## config.mk

```make
export PLATFORM = sky130hd
export DESIGN_NAME = soc_ram_arbiter
export DESIGN_NICKNAME = d
export VERILOG_FILES = /design/src/rtl/soc_ram_arb_pkg.sv /design/src/rtl/soc_sat_counter.sv /design/src/rtl/soc_ram_arbiter.sv
export SDC_FILE = /design/constraint.sdc
export NUM_CORES = 1
export LEC_CHECK = 0
export ABC_AREA = 1
export CORE_AREA = 2 2 93 95
export CTS_CLUSTER_SIZE = 30
export DETAILED_ROUTE_END_ITERATION = 8
export DIE_AREA = 0 0 95 97
export SYNTH_ARGS = -nofsm -noshare
export SYNTH_HDL_FRONTEND = slang
export SYNTH_HIERARCHICAL = 1
export SYNTH_SLANG_ARGS = --single-unit
export TNS_END_PERCENT = 50
```

## constraint.sdc

```tcl
create_clock -name i_clk -period 1.3 [get_ports i_clk]
set_input_delay 0.26 -clock i_clk [delete_from_list [all_inputs] [get_ports i_clk]]
set_output_delay 0.26 -clock i_clk [all_outputs]
set_load 0.05 [all_outputs]
```

## src/rtl/soc_ram_arb_pkg.sv

```systemverilog
// rtl/soc_ram_arb_pkg.sv - shared types and constants for the SoC RAM arbiter
package soc_ram_arb_pkg;

   typedef enum logic {
      PORT_IFETCH = 1'b0,
      PORT_DATA   = 1'b1
   } port_t;

   localparam int RAM_RD_LATENCY = 1;

endpackage

```

## src/rtl/soc_sat_counter.sv

```systemverilog
// rtl/soc_sat_counter.sv - saturating event counter with synchronous clear
module soc_sat_counter #(
   parameter int width = 32
) (
   input  logic             i_clk,
   input  logic             i_rst,
   input  logic             inc,
   input  logic             clr,
   output logic [width-1:0] cnt
);

   // clear wins over increment; the count sticks at all-ones
   always_ff @(posedge i_clk) begin
      if (i_rst || clr) begin
         cnt <= '0;
      end else if (inc && (cnt != {width{1'b1}})) begin
         cnt <= cnt + width'(1);
      end
   end

endmodule

```

## src/rtl/soc_ram_arbiter.sv

```systemverilog
// rtl/soc_ram_arbiter.sv - round-robin ifetch/data arbiter for one 1-cycle-latency RAM; stats via SOC_RAM_ARB_STATS_EN
module soc_ram_arbiter
   import soc_ram_arb_pkg::*;
#(
   parameter int p_cnt_width = 32
) (
   input  logic        i_clk,
   input  logic        i_rst,
   input  logic [31:2] i_req0_addr,
   input  logic        i_req0_rd_en,
   output logic        o_req0_ack,
   output logic        o_req0_rvalid,
   input  logic [31:2] i_req1_addr,
   input  logic [3:0]  i_req1_be,
   input  logic        i_req1_wr_en,
   input  logic [31:0] i_req1_wr_data,
   input  logic        i_req1_rd_en,
   output logic        o_req1_ack,
   output logic        o_req1_rvalid,
   output logic [31:0] o_rd_data,
   output logic [31:2] o_ram_addr,
   output logic [3:0]  o_ram_be,
   output logic        o_ram_wr_en,
   output logic [31:0] o_ram_wr_data,
   output logic        o_ram_rd_en,
   input  logic [31:0] i_ram_rd_data
`ifdef SOC_RAM_ARB_STATS_EN
   ,
   input  logic                   i_stats_clr,
   output logic [p_cnt_width-1:0] o_cnt_grant0,
   output logic [p_cnt_width-1:0] o_cnt_grant1,
   output logic [p_cnt_width-1:0] o_cnt_conflict
`endif
);

   if ((p_cnt_width < 1) || (p_cnt_width > 32) || (RAM_RD_LATENCY != 1)) begin : g_bad_cfg
      $error("soc_ram_arbiter: unsupported configuration");
   end

   logic  req0;
   logic  req1;
   logic  grant0;
   logic  grant1;
   port_t last_grant;
   logic  rd_owner_vld;
   port_t rd_owner;

   assign req0 = i_req0_rd_en;
   assign req1 = i_req1_rd_en | i_req1_wr_en;

   // on a conflict the port that did not win last time goes first
   assign grant0 = ~i_rst & req0 & (~req1 | (last_grant == PORT_DATA));
   assign grant1 = ~i_rst & req1 & (~req0 | (last_grant == PORT_IFETCH));

   assign o_req0_ack = grant0;
   assign o_req1_ack = grant1;

   assign o_ram_addr    = grant1 ? i_req1_addr : i_req0_addr;
   assign o_ram_be      = grant1 ? i_req1_be : 4'b0000;
   assign o_ram_wr_en   = grant1 & i_req1_wr_en;
   assign o_ram_wr_data = grant1 ? i_req1_wr_data : 32'h0;
   // a combined read+write from port 1 is treated as a write only
   assign o_ram_rd_en   = grant0 | (grant1 & i_req1_rd_en & ~i_req1_wr_en);

   always_ff @(posedge i_clk) begin
      if (i_rst) begin
         last_grant   <= PORT_DATA;
         rd_owner_vld <= 1'b0;
         rd_owner     <= PORT_IFETCH;
      end else begin
         if (grant0) begin
            last_grant <= PORT_IFETCH;
         end else if (grant1) begin
            last_grant <= PORT_DATA;
         end
         rd_owner_vld <= o_ram_rd_en;
         rd_owner     <= grant1 ? PORT_DATA : PORT_IFETCH;
      end
   end

   // owner is registered alongside the RAM's own read register, so data and strobe line up
   assign o_req0_rvalid = ~i_rst & rd_owner_vld & (rd_owner == PORT_IFETCH);
   assign o_req1_rvalid = ~i_rst & rd_owner_vld & (rd_owner == PORT_DATA);
   assign o_rd_data     = i_ram_rd_data;

`ifdef SOC_RAM_ARB_STATS_EN
   soc_sat_counter #(.width(p_cnt_width)) u_cnt_grant0 (
      .i_clk (i_clk),
      .i_rst (i_rst),
      .inc   (grant0),
      .clr   (i_stats_clr),
      .cnt   (o_cnt_grant0)
   );

   soc_sat_counter #(.width(p_cnt_width)) u_cnt_grant1 (
      .i_clk (i_clk),
      .i_rst (i_rst),
      .inc   (grant1),
      .clr   (i_stats_clr),
      .cnt   (o_cnt_grant1)
   );

   soc_sat_counter #(.width(p_cnt_width)) u_cnt_conflict (
      .i_clk (i_clk),
      .i_rst (i_rst),
      .inc   (req0 & req1),
      .clr   (i_stats_clr),
      .cnt   (o_cnt_conflict)
   );
`endif

endmodule
```

==> results.json, run 1 <==
{
  "crit_path_max_fanout": 7,
  "period_share_pct": 123.7,
  "drv_slew": 0,
  "place_area_um2": 3580,
  "clock_skew_ps": 2.344,
  "layout-drive-gt1-share_pct": 42.86,
  "grt_pass1_vias": 2035,
  "wl_per_cell_um": 13.15,
  "ios": 237,
  "grt_pass1_wl_mm": 9.804,
  "die_w_um": 95,
  "avgSynthCellArea_um2": 5.096,
  "worstPathRequired_ps": 1040,
  "hold_path_depth": 0,
  "violations": "setup timing",
  "rsz0062_at_grt": "yes",
  "cts_tree": "built",
  "drcViolationCount": 0,
  "dieArea_um2": 9215,
  "worst_slack_ps": -307.5,
  "yosysUniqueCellTypes": 15,
  "start_util_pct": 14.66,
  "dpl.hpwl_mm": 5.168,
  "share_seq_of_total_power_pct": 4.5,
  "core_um2": 8134,
  "mostFrequentLayoutCell": "clkdlybuf4s50_1",
  "synthTopCellsByArea": "buf_4, nand2_1, nand4_1",
  "r2r_cells": 5,
  "use_met1_pct": 13.07,
  "power.switching_mw": 1.090,
  "setup_violations": 72,
  "yosysSeqAreaShare_pct": 5.037,
  "die_h_um": 97,
  "dpl.cell_count": 480,
  "outcome": "finished with violations",
  "cp-startpoint": "last_grant",
  "clock_path_buffers": 2,
  "post_layout_nonfiller_instances": 490,
  "hold_class": "in -> out",
  "clockRootBuffer": "clkbuf_8",
  "slowest_stage": "dfxtp_2",
  "p_clk_share_pct": 11.7,
  "clk_pin_slew_ps": 30,
  "htreeDepth": 1,
  "busiest_layer": "met2",
  "total_leakage_power_nw": 1.798,
  "drv_cap": 0,
  "yosys.area.top_type": "buf_4",
  "worst_pin_slew_ps": 272.5,
  "p_int_mw": 1.241,
  "worstHoldEndpoint": "o_rd_data[1]",
  "dr.pass1.iters": 4,
  "grt_usage_pct": 13.31,
  "syn-cell-area_um2": 1192,
  "clkLatencyLatePin_ps": 220,
  "r2r_setup_slack_ps": 270,
  "num_antenna_cells": 0,
  "nets": 519,
  "hold_start": "i_ram_rd_data[1]",
  "r2r_end": "rd_owner_vld",
  "relSlewSlack_pct": 81.84,
  "grt_use_met3_pct": 5.763,
  "mostFrequentLayoutCells": "clkdlybuf4s50_1, buf_12, nand2_1",
  "ys_warn_count": 6,
  "critPathCaptureType": "output pin",
  "use_met2_pct": 24.82,
  "syn_inst": 234,
  "critPathMostFrequentCell": "buf_12",
  "drt-vias-per-instance": 4.106,
  "cp.arrival_ps": 1350,
  "hold_viol": 0,
  "fp-row-count": 33,
  "ys_ff_latch": 3,
  "irDropWorstVdd_mv": 0.2585,
  "worst-setup-path-type": "reg -> out",
  "power_frac_comb_pct": 83.8,
  "routed_wl_mm": 6.442,
  "design_area_um2": 3945,
  "p_per_area_nw_per_um2": 590.9,
  "syn2layout_area_growth_pct": 230.8,
  "max_freq_mhz": 622.1,
  "cts.sinks": 3,
  "cp-start-kind": "register",
  "switching_share_pct": 46.76,
  "synth_nets": 367,
  "period_needed_ps": 1608,
  "gr-total-overflow": 0,
  "vias": 2012,
  "cts_buffers": 3,
  "crit_chain": "nand2_4 > nand3_4 > buf_12 > buf_12 > nor2_4 > buf_12",
  "first_iter_violations": 39,
  "ant_nets": 0,
  "grt_max_degree": 32,
  "cp_slowest_stage_delay_ps": 320,
  "antenna_found_initial": 0,
  "gp_congestion": 0.6994,
  "r2r-start": "last_grant",
  "synth_top_area_share_pct": 20.15,
  "port-buffer-count": 172
}
[per-stage QoR]
step                      setup WS, ps  TNS (ps)  util, %  hold WS, ps  power (mW)
after floorplan                 -218.1     -4264        -        375.9       1.242
after global placement          -536.5    -34910    44.01        520.3       1.903
after detailed placement        -585.7    -36990    44.01        517.8       1.915
after CTS                       -359.8    -18250    48.25        520.3       2.345
after global routing            -377.3    -22080    48.50        520.1       2.450
final                           -307.5    -17110    48.50        520.1       2.331
[cells by family (layout without fill, tap and decap cells)]
family                 Yosys count  in the layout  share of synthesized area (%)
flip-flops                       3              3                          5.037
AO/OA/AOI/OAI                    1              1                         0.6298
AND/OR/NAND/NOR                138            139                          52.68
buffers and inverters           92            242                          41.66
[synth_stat cells]
cell type and n:
nand3_1 1, nand4_1 31, inv_2 5, nand3_2 1
nand2_1 64, buf_4 32, nor2_2 8, buf_6 2
buf_2 13, inv_1 39, buf_1 1, nor2_1 31
nand2_2 2, o211ai_1 1, dfxtp_1 3
[metal layers]
metal  share of wire (%)  vias to the layer above
li1                    -                      983
met1                  33                      875
met2                  51                      136
met3                  14                       18
met4                 2.4                        0
met5                   0                        -
[final cells by class]
type                       instances  area (µm²)
clock buffer                       4       45.04
fill                             761        4189
inverter                          44       165.2
multi-input combinational        140       983.4
sequential                         3       61.31
tap                              105       131.4
timing repair buffer             194        2559
[how the worst max path moves through the flow]
stage                             end  slack (ps)  depth (start not counted)
finish               o_ram_wr_data[5]        -310                          6
global route        o_ram_wr_data[10]        -380                          6
CTS                  o_ram_wr_data[5]        -360                          6
detailed placement   o_ram_wr_data[5]        -590                          8
global placement    o_ram_wr_data[10]        -540                          8
floorplan               o_req0_rvalid        -220                          4
[worst max-delay path: cells and delay by family, from the launching register on]
family	cells	cell delay, ps
buf+inv	3	460
flops	1	320
simple gates	3	340
[flip-flops by register name, indices dropped and copies added (netlist names)]
| name | flops |
|---|---|
| last_grant | 1 |
| rd_owner | 1 |
| rd_owner_vld | 1 |
[power by group through the flow]
stage	clock, mW	sequential [mW]	combinational, mW
3_3_place_gp	0	0.105	1.80
5_1_grt	0.298	0.106	2.05
3_5_place_dp	0	0.105	1.81
4_1_cts	0.281	0.105	1.96
6_report	0.273	0.106	1.95
2_1_floorplan	0	0.104	1.14
[what timing repair did]
item / CTS / global route
hold buffers: 0 / 0
hold endpoints to repair: 0 / 0
cloned: 3 / 0
buffers inserted: 3 / 0
gates resized for setup: 68 / 4
pin swaps: 6 / 1
setup endpoints to repair: 73 / 72
Power figures use the tool's default switching activity.
==> run 2, diff against run 1 <==
--- a/config.mk
+++ b/config.mk
@@ -12,6 +12,5 @@
 export DIE_AREA = 0 0 95 97
 export SYNTH_ARGS = -nofsm -noshare
 export SYNTH_HDL_FRONTEND = slang
-export SYNTH_HIERARCHICAL = 1
 export SYNTH_SLANG_ARGS = --single-unit
 export TNS_END_PERCENT = 50
==> results of run 2 <==
Same layout as run 1: the final DEF is identical, and so are final timing and power.
Main changes from that run: Yosys warning count 6 -> 0
==> run 3, diff against run 2 <==
--- a/config.mk
+++ b/config.mk
@@ -10,7 +10,10 @@
 export CTS_CLUSTER_SIZE = 30
 export DETAILED_ROUTE_END_ITERATION = 8
 export DIE_AREA = 0 0 95 97
+export PLACE_DENSITY = 0.63
+export SETUP_SLACK_MARGIN = 0.15
 export SYNTH_ARGS = -nofsm -noshare
 export SYNTH_HDL_FRONTEND = slang
+export SYNTH_HIERARCHICAL = 1
 export SYNTH_SLANG_ARGS = --single-unit
 export TNS_END_PERCENT = 50
==> run 3 against run 2 <==
  * The flow still finishes with violations (setup timing)
  * Clock power increased by 2%
  * Core utilization increased by 6.5 points
  * Non-clock buffer count increased by 25
  * Setup slack got worse by 55 ps
  * Power increased by 11%
  * Sequential power increased by 4%
  * Global-route usage increased by 1.1 points
  * Sequential cell count unchanged
  * Wire length increased by 9.2%
  * Via count increased by 6.8%
  * Final cell count increased by 5.1%
  * Register-to-register slack got worse by 90 ps
  * Critical endpoint is now o_ram_wr_data[7]
  * Largest cell class unchanged
  * Highest routed layer unchanged
==> results.json, run 3 (synthesis results as in run 1) <==
{
  "fp-row-count": 33,
  "dpl.hpwl_mm": 5.127,
  "grt_usage_pct": 14.40,
  "grt_pass1_wl_mm": 10.54,
  "core_um2": 8134,
  "layout-drive-gt1-share_pct": 52.44,
  "nFillCells": 703,
  "cts_buffers": 3,
  "hold_path_depth": 4,
  "ant_nets": 0,
  "cp-start-kind": "register",
  "cts.sinks": 3,
  "clk_pin_slew_ps": 30,
  "total_leakage_power_nw": 2.030,
  "r2r_end": "rd_owner_vld",
  "worst_slack_ps": -362.8,
  "post_layout_nonfiller_instances": 515,
  "period_share_pct": 127.9,
  "nets": 544,
  "worst-setup-path-type": "reg -> out",
  "worstHoldEndpoint": "rd_owner_vld",
  "hold_class": "in -> reg",
  "top_regs": "last_grant (1), rd_owner (1), rd_owner_vld (1)",
  "drcViolationCount": 0,
  "relSlewSlack_pct": 89.42,
  "clockRootBuffer": "clkbuf_8",
  "p_per_area_nw_per_um2": 577.6,
  "period_needed_ps": 1663,
  "drv_cap": 0,
  "ios": 237,
  "drt-vias-per-instance": 4.173,
  "dr.pass1.iters": 4,
  "vias": 2149,
  "htreeDepth": 1,
  "mostFrequentLayoutCell": "clkdlybuf4s50_1",
  "die_w_um": 95,
  "die_h_um": 97,
  "wl_per_cell_um": 13.66,
  "grt_pass1_vias": 2189,
  "worst_pin_slew_ps": 158.2,
  "routed_wl_mm": 7.036,
  "port-buffer-count": 172,
  "hold_start": "i_req1_rd_en",
  "outcome": "finished with violations",
  "mostFrequentLayoutCells": "clkdlybuf4s50_1, buf_12, nor2_4",
  "hold_viol": 0,
  "dpl.cell_count": 487,
  "grt_max_degree": 21,
  "irDropWorstVdd_mv": 0.2323,
  "clock_path_buffers": 2,
  "gr-total-overflow": 0,
  "r2r_cells": 6,
  "cp.arrival_ps": 1400,
  "rsz0062_at_grt": "yes",
  "r2r_setup_slack_ps": 180,
  "r2r-start": "last_grant",
  "critPathCaptureType": "output pin",
  "antenna_found_initial": 0,
  "gp_congestion": 0.7211,
  "worstPathRequired_ps": 1040,
  "setup_violations": 70,
  "violations": "setup timing",
  "dieArea_um2": 9215,
  "fin_setup_tns_ps": -20530,
  "crit_path_max_fanout": 5,
  "drv_slew": 0,
  "clkLatencyLatePin_ps": 220,
  "syn2layout_area_growth_pct": 275.0,
  "cts_hold_buffers": 0,
  "clock_skew_ps": 4.293,
  "start_util_pct": 14.66,
  "first_iter_violations": 25,
  "cts_tree": "built",
  "max_freq_mhz": 601.4,
  "num_antenna_cells": 0
}
[run 3: cell count changes in the layout (fill, tap and decap cells not counted), sizes merged]
cell,before,now
buf,94,120
bufbuf,0,1
clkbuf,4,5
clkdlybuf4s15,2,1
dlygate4sd2,2,0
[run 3: per-stage QoR]
step           setup WS [ps]  util (%)  hold slack, ps  instance area [µm²]  total power, mW
6_report              -362.8     54.98           482.9                 4472            2.583
4_1_cts               -388.8     52.98           520.3                 4309            2.515
3_5_place_dp          -621.3     44.84           520.3                 3647            1.908
3_3_place_gp          -583.9     44.84           511.2                 3647            1.892
2_1_floorplan         -40.49         -           375.9                 1564            1.317
5_1_grt               -416.1     54.98           498.3                 4472            2.686
[run 3: repair_timing]
item	4_1_cts	5_1_grt
hold endpoints to repair	0	0
buffers inserted	15	1
setup endpoints to repair	73	73
resized for setup	87	44
pin swaps	13	11
cloned	7	1
[run 3: worst max path at each step]
| stage | cells past startpoint | from | endpoint |
|---|---|---|---|
| 6_report | 7 | last_grant | o_ram_wr_data[7] |
| 5_1_grt | 7 | last_grant | o_ram_wr_data[7] |
| 4_1_cts | 7 | last_grant | o_ram_wr_data[7] |
| 2_1_floorplan | 5 | last_grant | o_ram_wr_data[23] |
| 3_5_place_dp | 8 | i_req1_rd_en | o_ram_wr_data[13] |
| 3_3_place_gp | 8 | i_req1_rd_en | o_ram_wr_data[13] |
[run 3: worst max-delay path, stage by stage (launching register included)]
cell,delay [ps]
dfxtp_2,320
nand2_4,80
nand3_4,150
buf_12,170
buf_16,120
buf_6,110
nor2_4,90
buf_12,140
[run 3: metal layers]
layer | global-route usage [%] | vias to the layer above | routed length [µm] | part of all wire [%]
li1 | - | 1034 | - | -
met3 | 2.804 | 24 | 598 | 8.5
met4 | 4.459 | 0 | 155 | 2.2
met1 | 14.89 | 979 | 2415 | 34
met5 | 0 | - | 0 | 0
met2 | 28.15 | 112 | 3867 | 55
[run 3: layout make-up]
type / instances / area (µm²) / area share [%]
multi-input combinational: 140 / 1132 / 25.32
timing repair buffer: 219 / 2928 / 65.47
inverter: 44 / 172.7 / 3.861
sequential: 3 / 62.56 / 1.399
clock buffer: 4 / 45.04 / 1.007
tap: 105 / 131.4 / 2.938
[run 3: report_power, final]
group	internal (mW)	leakage, nW	switching, mW
Sequential	0.101	0.0250	0.00841
Combinational	1.09	1.98	1.10
Clock	0.210	0.0228	0.0686
Total	1.40	2.03	1.18
==> RTL change (settings of run 2) <==
Make the reset (`i_rst`) asynchronous in one clocked block.
--- a/src/rtl/soc_ram_arbiter.sv
+++ b/src/rtl/soc_ram_arbiter.sv
@@ -63,5 +63,5 @@
    assign o_ram_rd_en   = grant0 | (grant1 & i_req1_rd_en & ~i_req1_wr_en);
 
-   always_ff @(posedge i_clk) begin
+   always_ff @(posedge i_clk or posedge i_rst) begin
       if (i_rst) begin
          last_grant   <= PORT_DATA;
Function: same outputs for any inputs over 10 cycles, from zero or initial values and one cycle with i_rst high; that may be too few to reach the edited logic, so the function may still have changed.
==> RTL change against run 2 <==
  * The flow still finishes with violations (negative setup slack)
  * Register-to-register slack got worse by 240 ps
  * Wire length rose by 5.9%
  * Setup slack got worse by 160 ps
  * Sequential cell count did not move
  * Sequential power rose by 8%
  * Final area rose by 16%
  * Fmax fell by 9.0%
  * Total power rose by 28%
  * Synthesized cell count did not move
  * Area after synthesis rose by 0.94%
  * Global-route usage rose by 0.96 points
==> RTL change: results (changes against run 2) <==
final count of pins violating max slew: 0 (unchanged)
Post-Synth XOR/XNOR Area: 0% (unchanged)
pin count of the biggest net entering global routing: 22 (-31%)
hold_ws: 225 ps (-295 ps)
DP Wirelength: 5.59 mm (+8.1%)
CTS clk-pin slew, worst paths: 30 ps (about the same)
Worst slew margin: 84.5% (+2.7 points)
Final TNS setup: -28530 ps (-11420 ps)
antenna cells: 0 (unchanged)
GP Congestion: 0.692 (-1.1%)
H-tree Lvls: 1 (unchanged)
Clock Latency Late Sink: 220 ps (about the same)
CP Max Fanout: 7 (unchanged)
PortBufs: 172 (unchanged)
Num CTS Buffers: 3 (unchanged)
final setup fails: 72 (unchanged)
maximum vdd drop: 0.465 mV (+80%)
Non-Filler Instances: 494 (+0.82%)
worst hold path class: input port to async pin
First-pass DRT Iterations: 4 (unchanged)
top flop regs: last_grant (1), rd_owner (1), rd_owner_vld (1)
Vias/cell: 4.15 (+0.97%)
initial antenna violation count: 0 (unchanged)
mux cell area share after synthesis: 0% (unchanged)
setup ws final: -466 ps (-159 ps)
sequential share of the synthesized area: 6.34% (+1.3 points)
synth cell count leaders: 64 x nand2_1, 39 x inv_1, 33 x nor2_1
Overall Global Routing Usage: 14.3% (+0.96 points)
Root Buffer Master: clkbuf_8
Syn Nets: 367 (unchanged)
status: finished with violations
internal power: 0.00160 W (+29%)
DRT Wirelength: 6.82 mm (+5.9%)
Compound-Gate Fraction of Synth Area: 0.832% (+0.20 points)
drt initial violations: 23 (-41%)
Area contributors post-synth: buf_4 20%, nand2_1 20%, nand4_1 16%
worst reg-to-reg setup slack: 30 ps (-240 ps)
YS warnings: 0 (unchanged)
ys async rst share: 100% (+100 points)
Syn Area/Cell: 5.14 sq um (+0.94%)
most common cell after layout, fill and taps aside: clkdlybuf4s50_1
Synth Flop Type: dfrtp_1
Synth Area in Adders: 0% (unchanged)
nets: 523 (+0.77%)
global-route wire length before repair: 10.6 mm (+7.7%)
CP arrival: 1510 ps (+160 ps)
Clock Path Buffers: 2 (unchanged)
Placement Setup Slack: -608 ps (-22.1 ps)
failing checks: negative setup slack
Netlist cell types: 15 (unchanged)
leakage power: 2.02 nW (+12%)
layout cells sized above 1: 54.5% (+12 points)
Placed Cells: 480 (unchanged)
vias in the first global route: 2211 (+8.6%)
clk_skew: 1.63 ps (-0.711 ps)
==> RTL change: final timing paths <==
| path | startpoint | end | cells after the start |
|---|---|---|---|
| max in group asynchronous | i_rst | last_grant$_DFFE_PP1P_ | 3 |
| worst min-delay path | i_rst | rd_owner$_DFF_PP0_ | 3 |
| min in group i_clk | i_ram_rd_data[10] | o_rd_data[10] | 0 |
| worst max register to register | last_grant$_DFFE_PP1P_ | rd_owner_vld$_DFF_PP0_ | 5 |
| worst min register to register | last_grant$_DFFE_PP1P_ | last_grant$_DFFE_PP1P_ | 3 |
| worst max-delay path | last_grant$_DFFE_PP1P_ | o_ram_wr_data[18] | 7 |
==> RTL change: cells by family (layout without fill, tap and decap cells) <==
logic type             count (synthesis)  count (layout)
buffers and inverters                 91             246
AO/OA/AOI/OAI                          2               2
flip-flops                             3               3
AND/OR/NAND/NOR                      138             138
==> RTL change: final cells by class <==
cell class / instances / area, sq um
Sequential cell: 3 / 76.3
Timing Repair Buffer: 199 / 2830
Tap cell: 105 / 131
Multi-Input combinational cell: 140 / 1320
Inverter: 43 / 164
Clock buffer: 4 / 45.0
Fill cell: 680 / 3570
==> RTL change: worst max-delay path: stages (launching register included) <==
cell	delay, ps
dfstp_2	540
nand2_4	70
nand3_4	80
buf_12	150
buf_12	150
buf_12	110
nor2_4	30
buf_12	140
==> RTL change: power by group through the flow <==
| stage | logic, W | registers, W | clock network (W) |
|---|---|---|---|
| 2_1_floorplan | 0.00141 | 0.000115 | 0 |
| 3_3_place_gp | 0.00234 | 0.000116 | 0 |
| 3_5_place_dp | 0.00236 | 0.000116 | 0 |
| 4_1_cts | 0.00263 | 0.000115 | 0.000280 |
| 5_1_grt | 0.00271 | 0.000117 | 0.000286 |
| 6_report | 0.00260 | 0.000115 | 0.000270 |
==> RTL change: what timing repair did <==
item / CTS / global route
resized for setup: 79 / 4
endpoints found under the setup margin: 73 / 73
setup buffers: 7 / 0
pin swaps: 2 / 2
cloned: 4 / 0
==> RTL change: stage by stage <==
| stage | utilization [%] | area (sq um) |
|---|---|---|
| final | 56.1 | 4570 |
| after CTS | 56.3 | 4580 |
| after detailed placement | 49.9 | 4060 |
| after global placement | 49.9 | 4060 |
| after global routing | 56.1 | 4570 |
| after floorplan | - | 1690 |
==> RTL change: layer usage <==
metal / wire, microns / vias up / share of wire [%] / GRT usage, %
met5: 0 / - / 0 / 0
met4: 107 / 0 / 1.6 / 3.34
met3: 855 / 15 / 13 / 4.83
met2: 3590 / 134 / 53 / 27.1
met1: 2270 / 912 / 33 / 14.7
li1: - / 987 / - / -
